$ cat src/rtl/falling_edge_pkg.sv
// Shared types and default sizing for the falling-edge event arbiter.
package falling_edge_pkg;

    typedef enum logic {
        ST_IDLE  = 1'b0,
        ST_OFFER = 1'b1
    } state_e;

    localparam int DEF_N_CH        = 4;
    localparam int DEF_ID_W        = 2;
    localparam int DEF_SYNC_STAGES = 2;

endpackage

$ cat src/rtl/falling_edge_sync.sv
// One channel: multi-flop synchroniser, previous-value flop and high-to-low pulse.
module falling_edge_sync
    import falling_edge_pkg::*;
#(
    parameter int SYNC_STAGES = DEF_SYNC_STAGES
) (
    input  logic clk,
    input  logic rst,
    input  logic line_i,
    output logic fall_o
);

    logic [SYNC_STAGES-1:0] sync_q;
    logic                   prev_q;

    // Flops come out of reset high so an idle-high line never fakes an edge.
    always_ff @(posedge clk or negedge rst) begin
        if (!rst) begin
            sync_q <= '1;
            prev_q <= 1'b1;
        end else begin
            sync_q <= {sync_q[SYNC_STAGES-2:0], line_i};
            prev_q <= sync_q[SYNC_STAGES-1];
        end
    end

    assign fall_o = prev_q & ~sync_q[SYNC_STAGES-1];

endmodule

$ cat src/rtl/falling_edge_event_arbiter.sv
// Latches falling edges on N_CH async lines and serves them round-robin over valid/ready.
module falling_edge_event_arbiter
    import falling_edge_pkg::*;
#(
    parameter int N_CH        = DEF_N_CH,
    parameter int ID_W        = DEF_ID_W,
    parameter int SYNC_STAGES = DEF_SYNC_STAGES
) (
    input  logic            clk,
    input  logic            rst,
    input  logic [N_CH-1:0] in,
    input  logic [N_CH-1:0] ch_enable,
    input  logic            evt_ready,
    input  logic            clr_overflow,
    output logic            evt_valid,
    output logic [ID_W-1:0] evt_id,
    output logic [N_CH-1:0] overflow,
    output logic            busy
);

    state_e          state_q, state_d;
    logic [N_CH-1:0] pending_q, pending_d;
    logic [N_CH-1:0] overflow_q, overflow_d;
    logic            evt_valid_q, evt_valid_d;
    logic [ID_W-1:0] evt_id_q, evt_id_d;
    logic [ID_W-1:0] last_grant_q, last_grant_d;

    logic [N_CH-1:0] fall;
    logic [N_CH-1:0] edge_en;
    logic [N_CH-1:0] sel_vec;
    logic [ID_W-1:0] rr_base;
    logic [ID_W-1:0] grant_id;
    logic            grant;

    for (genvar g = 0; g < N_CH; g++) begin : g_ch
        falling_edge_sync #(
            .SYNC_STAGES(SYNC_STAGES)
        ) u_sync (
            .clk   (clk),
            .rst   (rst),
            .line_i(in[g]),
            .fall_o(fall[g])
        );
    end

    // First requesting channel strictly after 'last', wrapping around.
    function automatic logic [ID_W-1:0] rr_pick(input logic [N_CH-1:0] req,
                                                input logic [ID_W-1:0] last);
        logic [ID_W-1:0] sel;
        logic            found;
        int              idx;
        sel   = '0;
        found = 1'b0;
        for (int off = 1; off <= N_CH; off++) begin
            idx = (int'(last) + off) % N_CH;
            if (!found && req[idx]) begin
                sel   = ID_W'(idx);
                found = 1'b1;
            end
        end
        return sel;
    endfunction

    assign edge_en  = fall & ch_enable;
    assign rr_base  = (state_q == ST_OFFER) ? evt_id_q : last_grant_q;
    assign grant_id = rr_pick(pending_q, rr_base);

    always_comb begin
        state_d      = state_q;
        evt_valid_d  = evt_valid_q;
        evt_id_d     = evt_id_q;
        last_grant_d = last_grant_q;
        grant        = 1'b0;
        case (state_q)
            ST_IDLE: begin
                if (|pending_q) begin
                    grant       = 1'b1;
                    evt_id_d    = grant_id;
                    evt_valid_d = 1'b1;
                    state_d     = ST_OFFER;
                end
            end
            ST_OFFER: begin
                if (evt_ready) begin
                    last_grant_d = evt_id_q;
                    if (|pending_q) begin
                        grant    = 1'b1;
                        evt_id_d = grant_id;
                    end else begin
                        evt_valid_d = 1'b0;
                        state_d     = ST_IDLE;
                    end
                end
            end
            default: begin
                state_d     = ST_IDLE;
                evt_valid_d = 1'b0;
            end
        endcase
    end

    // A fresh edge on the channel being granted re-arms it instead of counting as lost.
    always_comb begin
        sel_vec    = grant ? (N_CH'(1) << grant_id) : '0;
        pending_d  = pending_q & ~sel_vec;
        pending_d  = pending_d | edge_en;
        pending_d  = pending_d & ch_enable;
        overflow_d = clr_overflow ? '0 : overflow_q;
        overflow_d = overflow_d | (edge_en & pending_q & ~sel_vec);
    end

    always_ff @(posedge clk or negedge rst) begin
        if (!rst) begin
            state_q      <= ST_IDLE;
            pending_q    <= '0;
            overflow_q   <= '0;
            evt_valid_q  <= 1'b0;
            evt_id_q     <= '0;
            last_grant_q <= ID_W'(N_CH - 1);
        end else begin
            state_q      <= state_d;
            pending_q    <= pending_d;
            overflow_q   <= overflow_d;
            evt_valid_q  <= evt_valid_d;
            evt_id_q     <= evt_id_d;
            last_grant_q <= last_grant_d;
        end
    end

    assign evt_valid = evt_valid_q;
    assign evt_id    = evt_id_q;
    assign overflow  = overflow_q;
    assign busy      = (|pending_q) | evt_valid_q;

endmodule
$ cat config.mk
export PLATFORM = sky130hd
export DESIGN_NAME = falling_edge_event_arbiter
export DESIGN_NICKNAME = d
export VERILOG_FILES = /design/src/rtl/falling_edge_pkg.sv /design/src/rtl/falling_edge_sync.sv /design/src/rtl/falling_edge_event_arbiter.sv
export SDC_FILE = /design/constraint.sdc
export NUM_CORES = 1
export LEC_CHECK = 0
export CAP_MARGIN = 20
export CORE_MARGIN = 2
export CORE_UTILIZATION = 60
export DETAILED_ROUTE_END_ITERATION = 8
export DONT_BUFFER_PORTS = 1
export HOLD_SLACK_MARGIN = 0.15
export PLACE_DENSITY_LB_ADDON = 0.12
export RECOVER_POWER = 100
export SYNTH_ARGS = -nofsm -noshare
export SYNTH_HDL_FRONTEND = slang
export SYNTH_SLANG_ARGS = --single-unit
$ cat constraint.sdc
create_clock -name clk -period 2.2 [get_ports clk]
set_clock_uncertainty 0.05 [all_clocks]
set_input_delay 0.22 -clock clk [delete_from_list [all_inputs] [get_ports clk]]
set_output_delay 0.22 -clock clk [all_outputs]
set_load 0.01 [all_outputs]
==> key figures <==
Status
  – Outcome: completed

CTS
  – PostCTS Resize Cnt: 0
  – Clock buffer depth: 2
  – Number of H-tree levels: 1
  – Clock-pin slew on the worst setup and hold paths: 0.13 ns
  – Clock Latency Late Sink: 0.31 ns
  – CTS tree: built
  – Root buf cell: clkbuf_4
  – Clock sinks: 26
  – CTS buffer count: 3

Worst setup path
  – Max incr delay on CP: 0.56 ns
  – Crit path max-delay family: compound AO/OA/AOI/OAI gates
  – Critical Path AT: 2.09 ns
  – Worst setup EP type: flop
  – Worst Setup Path Type: flop to flop
  – CP max stage cell: dfrtp_1
  – Ordered cell list for the critical path: mux2_1 > o221a_2 > o311ai_1 > o22ai_1
  – Critical path peak fanout: 9
  – Crit path required time: around 2.4 ns
  – CP Launch Type: flop
  – Buf/Inv on CP: 0

Synth
  – Synthesized Nets: 98
  – EDFF count, synth: 0
  – Post-synthesis sequential area ratio: between 60% and 70%
  – Synth top area share: between 30% and 40%
  – Synth top cells by count: dfstp_2, dfrtp_1, inv_1, nand2_1
  – Primary FF master, synth: dfstp_2
  – Cell area after synthesis: around 1100 sq um
  – Synth area leaders: dfstp_2, dfrtp_1, inv_1
  – Synthesized flop and latch total: 26
  – Fraction of registers with async set/reset: 100%
  – Avg Cell Area, Syn: approximately 13 sq um
  – Count leader, synth: dfstp_2
  – Synth unique cells: 34
  – Cells after synthesis: 86
  – Synth Warn #: 0
  – Synth area leader: dfstp_2

STA
  – Setup TNS: 0 ns
  – Final period util: 88.1%
  – Final Slew Violations: 0
  – Worst-margin pin slew: 0.850 ns
  – Final setup viols: 0
  – Worst hold slack: 0.200 ns
  – Fin. Hold Viols: 0
  – Max Fclk: 516 MHz
  – Tmin final: slightly below 2 ns
  – RSZ-0062 raised after global routing: no
  – Rel. slew slack: 43.3%

Power and ir drop
  – Power Density: just over 900 nW/um^2
  – Clock power share: 20.0%
  – Max IR drop VDD: 0.000623 V
  – Leakage: between 0.5 and 0.6 nW
  – Sw frac: 31.0%
  – Reg power frac: 58.0%
  – Net Sw Power: approximately 360 uW
  – Int Pwr: 797 uW
  – Combinational power share: a little over a fifth
  – Overall Power: 1.15 mW

Min path
  – Hold Crit Class: primary input to async pin

Route
  – Iter 0 DRT Violations: 9
  – Drt wl/cell: 13.5 microns
  – Via count: 709
  – Post-route ant nets: 0
  – Final WL: about 1700 microns
  – Detailed-route DRC error count: 0
  – DR pass1 iterations: 5
  – Vias/cell: 5.58

Cells and area
  – Nets@finish: between 100 and 150
  – Fin area: 1260 sq um
  – Share of cells above drive strength 1: a little over a quarter
  – Final-layout fill cell count: 127
  – Reg area: approximately 670 sq um
  – Footprint of the multi-input gates: 365 sq um
  – Area added between synthesis and finish: 12.8%
  – Diode count: 0
  – Util after Layout: 72.0%

Placed design
  – I/O Buffers: 0
  – Final GP Congestion: 0.774
  – DP Area: 1140 sq um
  – HPWL Detailed: approximately 1200 microns

Floorplan
  – Die area: 2220 sq um
  – Initial core utilization: ~64%
  – I/O Pins: 20
  – Core box area: 1750 sq um
  – Die width: 47.1 microns
  – Chip height: approximately 47 microns
  – Row cnt: 15

Flow run
  – Max_cap viols: 0

GRT
  – Number of global-route vias before repair: 618
  – Pin count of the biggest net entering global routing: 27
  – First-pass GRT wire length: between 2000 and 3000 microns
  – Tot GR Track Use: 18.6%
  – Initial antenna violation count: 0
  – GRT overflow: 0
==> per-layer routing <==
layer | track usage (%) | part of all wire (%) | vias up
met2 | 26.8 | 47 | 23
met1 | 26.1 | 45 | 343
met4 | 10.0 | 2.3 | 0
li1 | - | - | 339
met5 | 0 | 0 | -
met3 | 4.62 | 5.6 | 4
==> cells in the final DEF (no fill, tap or decap), types with 2 or more instances in the layout <==
cell type	Yosys	routed
dfstp_2	14	13
dfrtp_1	12	12
dlygate4sd3_1	0	11
inv_1	10	10
nand2_1	7	7
o21ai_0	4	4
nand2b_1	4	4
nor2_1	3	3
a21oi_1	3	3
clkbuf_4	0	3
a31o_1	2	2
o32ai_1	1	2
mux2_2	2	2
clkbuf_1	0	2
==> metrics by stage <==
stage	cells	setup slack [ns]
after floorplan	86	0.529
after global placement	111	0.403
after detailed placement	111	0.343
after CTS	126	0.323
after global routing	127	0.106
final	127	0.261
==> repair_timing <==
action	in CTS	in global routing
buffers inserted	0	0
hold buffers	11	0
endpoints found under the hold margin	44	0
==> cell families (layout without fill, tap and decap cells) <==
kind of cell / Yosys count / count (layout) / synth area share (%)
AND/OR/NAND/NOR: 22 / 22 / 10.5
AO/OA/AOI/OAI: 22 / 22 / 18.9
flip-flops: 26 / 26 / 60.0
multiplexers: 5 / 5 / 6.29
buffers and inverters: 11 / 27 / 4.38
==> path summary, 6_finish.rpt <==
kind,from,to,slack (ns),cells past startpoint
hold / removal,rst,overflow[2],0.20,1
setup / recovery,state_q,overflow[3],0.26,4
setup reg to reg,state_q,overflow[3],0.26,4
hold reg to reg,g_ch[3].u_sync.sync_q[0],g_ch[3].u_sync.sync_q[1],0.32,0
min in group clk,g_ch[3].u_sync.sync_q[0],g_ch[3].u_sync.sync_q[1],0.32,0
max in group asynchronous,rst,evt_id[1],0.81,2
==> worst reg2reg max path, cell delays in order, from the launching register on <==
cell and delay [ns]:
dfrtp_1 0.56, mux2_1 0.43, o221a_2 0.33, o311ai_1 0.34, o22ai_1 0.12
==> sequential cells by signal, summed over array words and instances (netlist names) <==
| signal | count |
|---|---|
| evt_id | 2 |
| evt_valid | 1 |
| g_ch.u_sync.prev_q | 4 |
| g_ch.u_sync.sync_q | 8 |
| last_grant_q | 2 |
| overflow | 4 |
| pending_q | 4 |
| state_q | 1 |
==> final cells by class <==
cell class | instances | area share (%)
repair buffers | 13 | 9.36
inverters | 10 | 2.99
flip-flops and latches | 26 | 53.2
well taps | 25 | 2.49
multi-input cells | 49 | 29.1
clock buffers | 4 | 2.89
==> power groups by stage <==
stage / Clock (mW) / Sequential (mW) / Combinational [mW]
6_report: 0.231 / 0.669 / 0.254
5_1_grt: 0.259 / 0.685 / 0.287
4_1_cts: 0.244 / 0.672 / 0.285
3_5_place_dp: 0 / 0.681 / 0.256
3_3_place_gp: 0 / 0.678 / 0.256
2_1_floorplan: 0 / 0.649 / 0.239
Note: power is estimated with default switching activity, not from simulation.
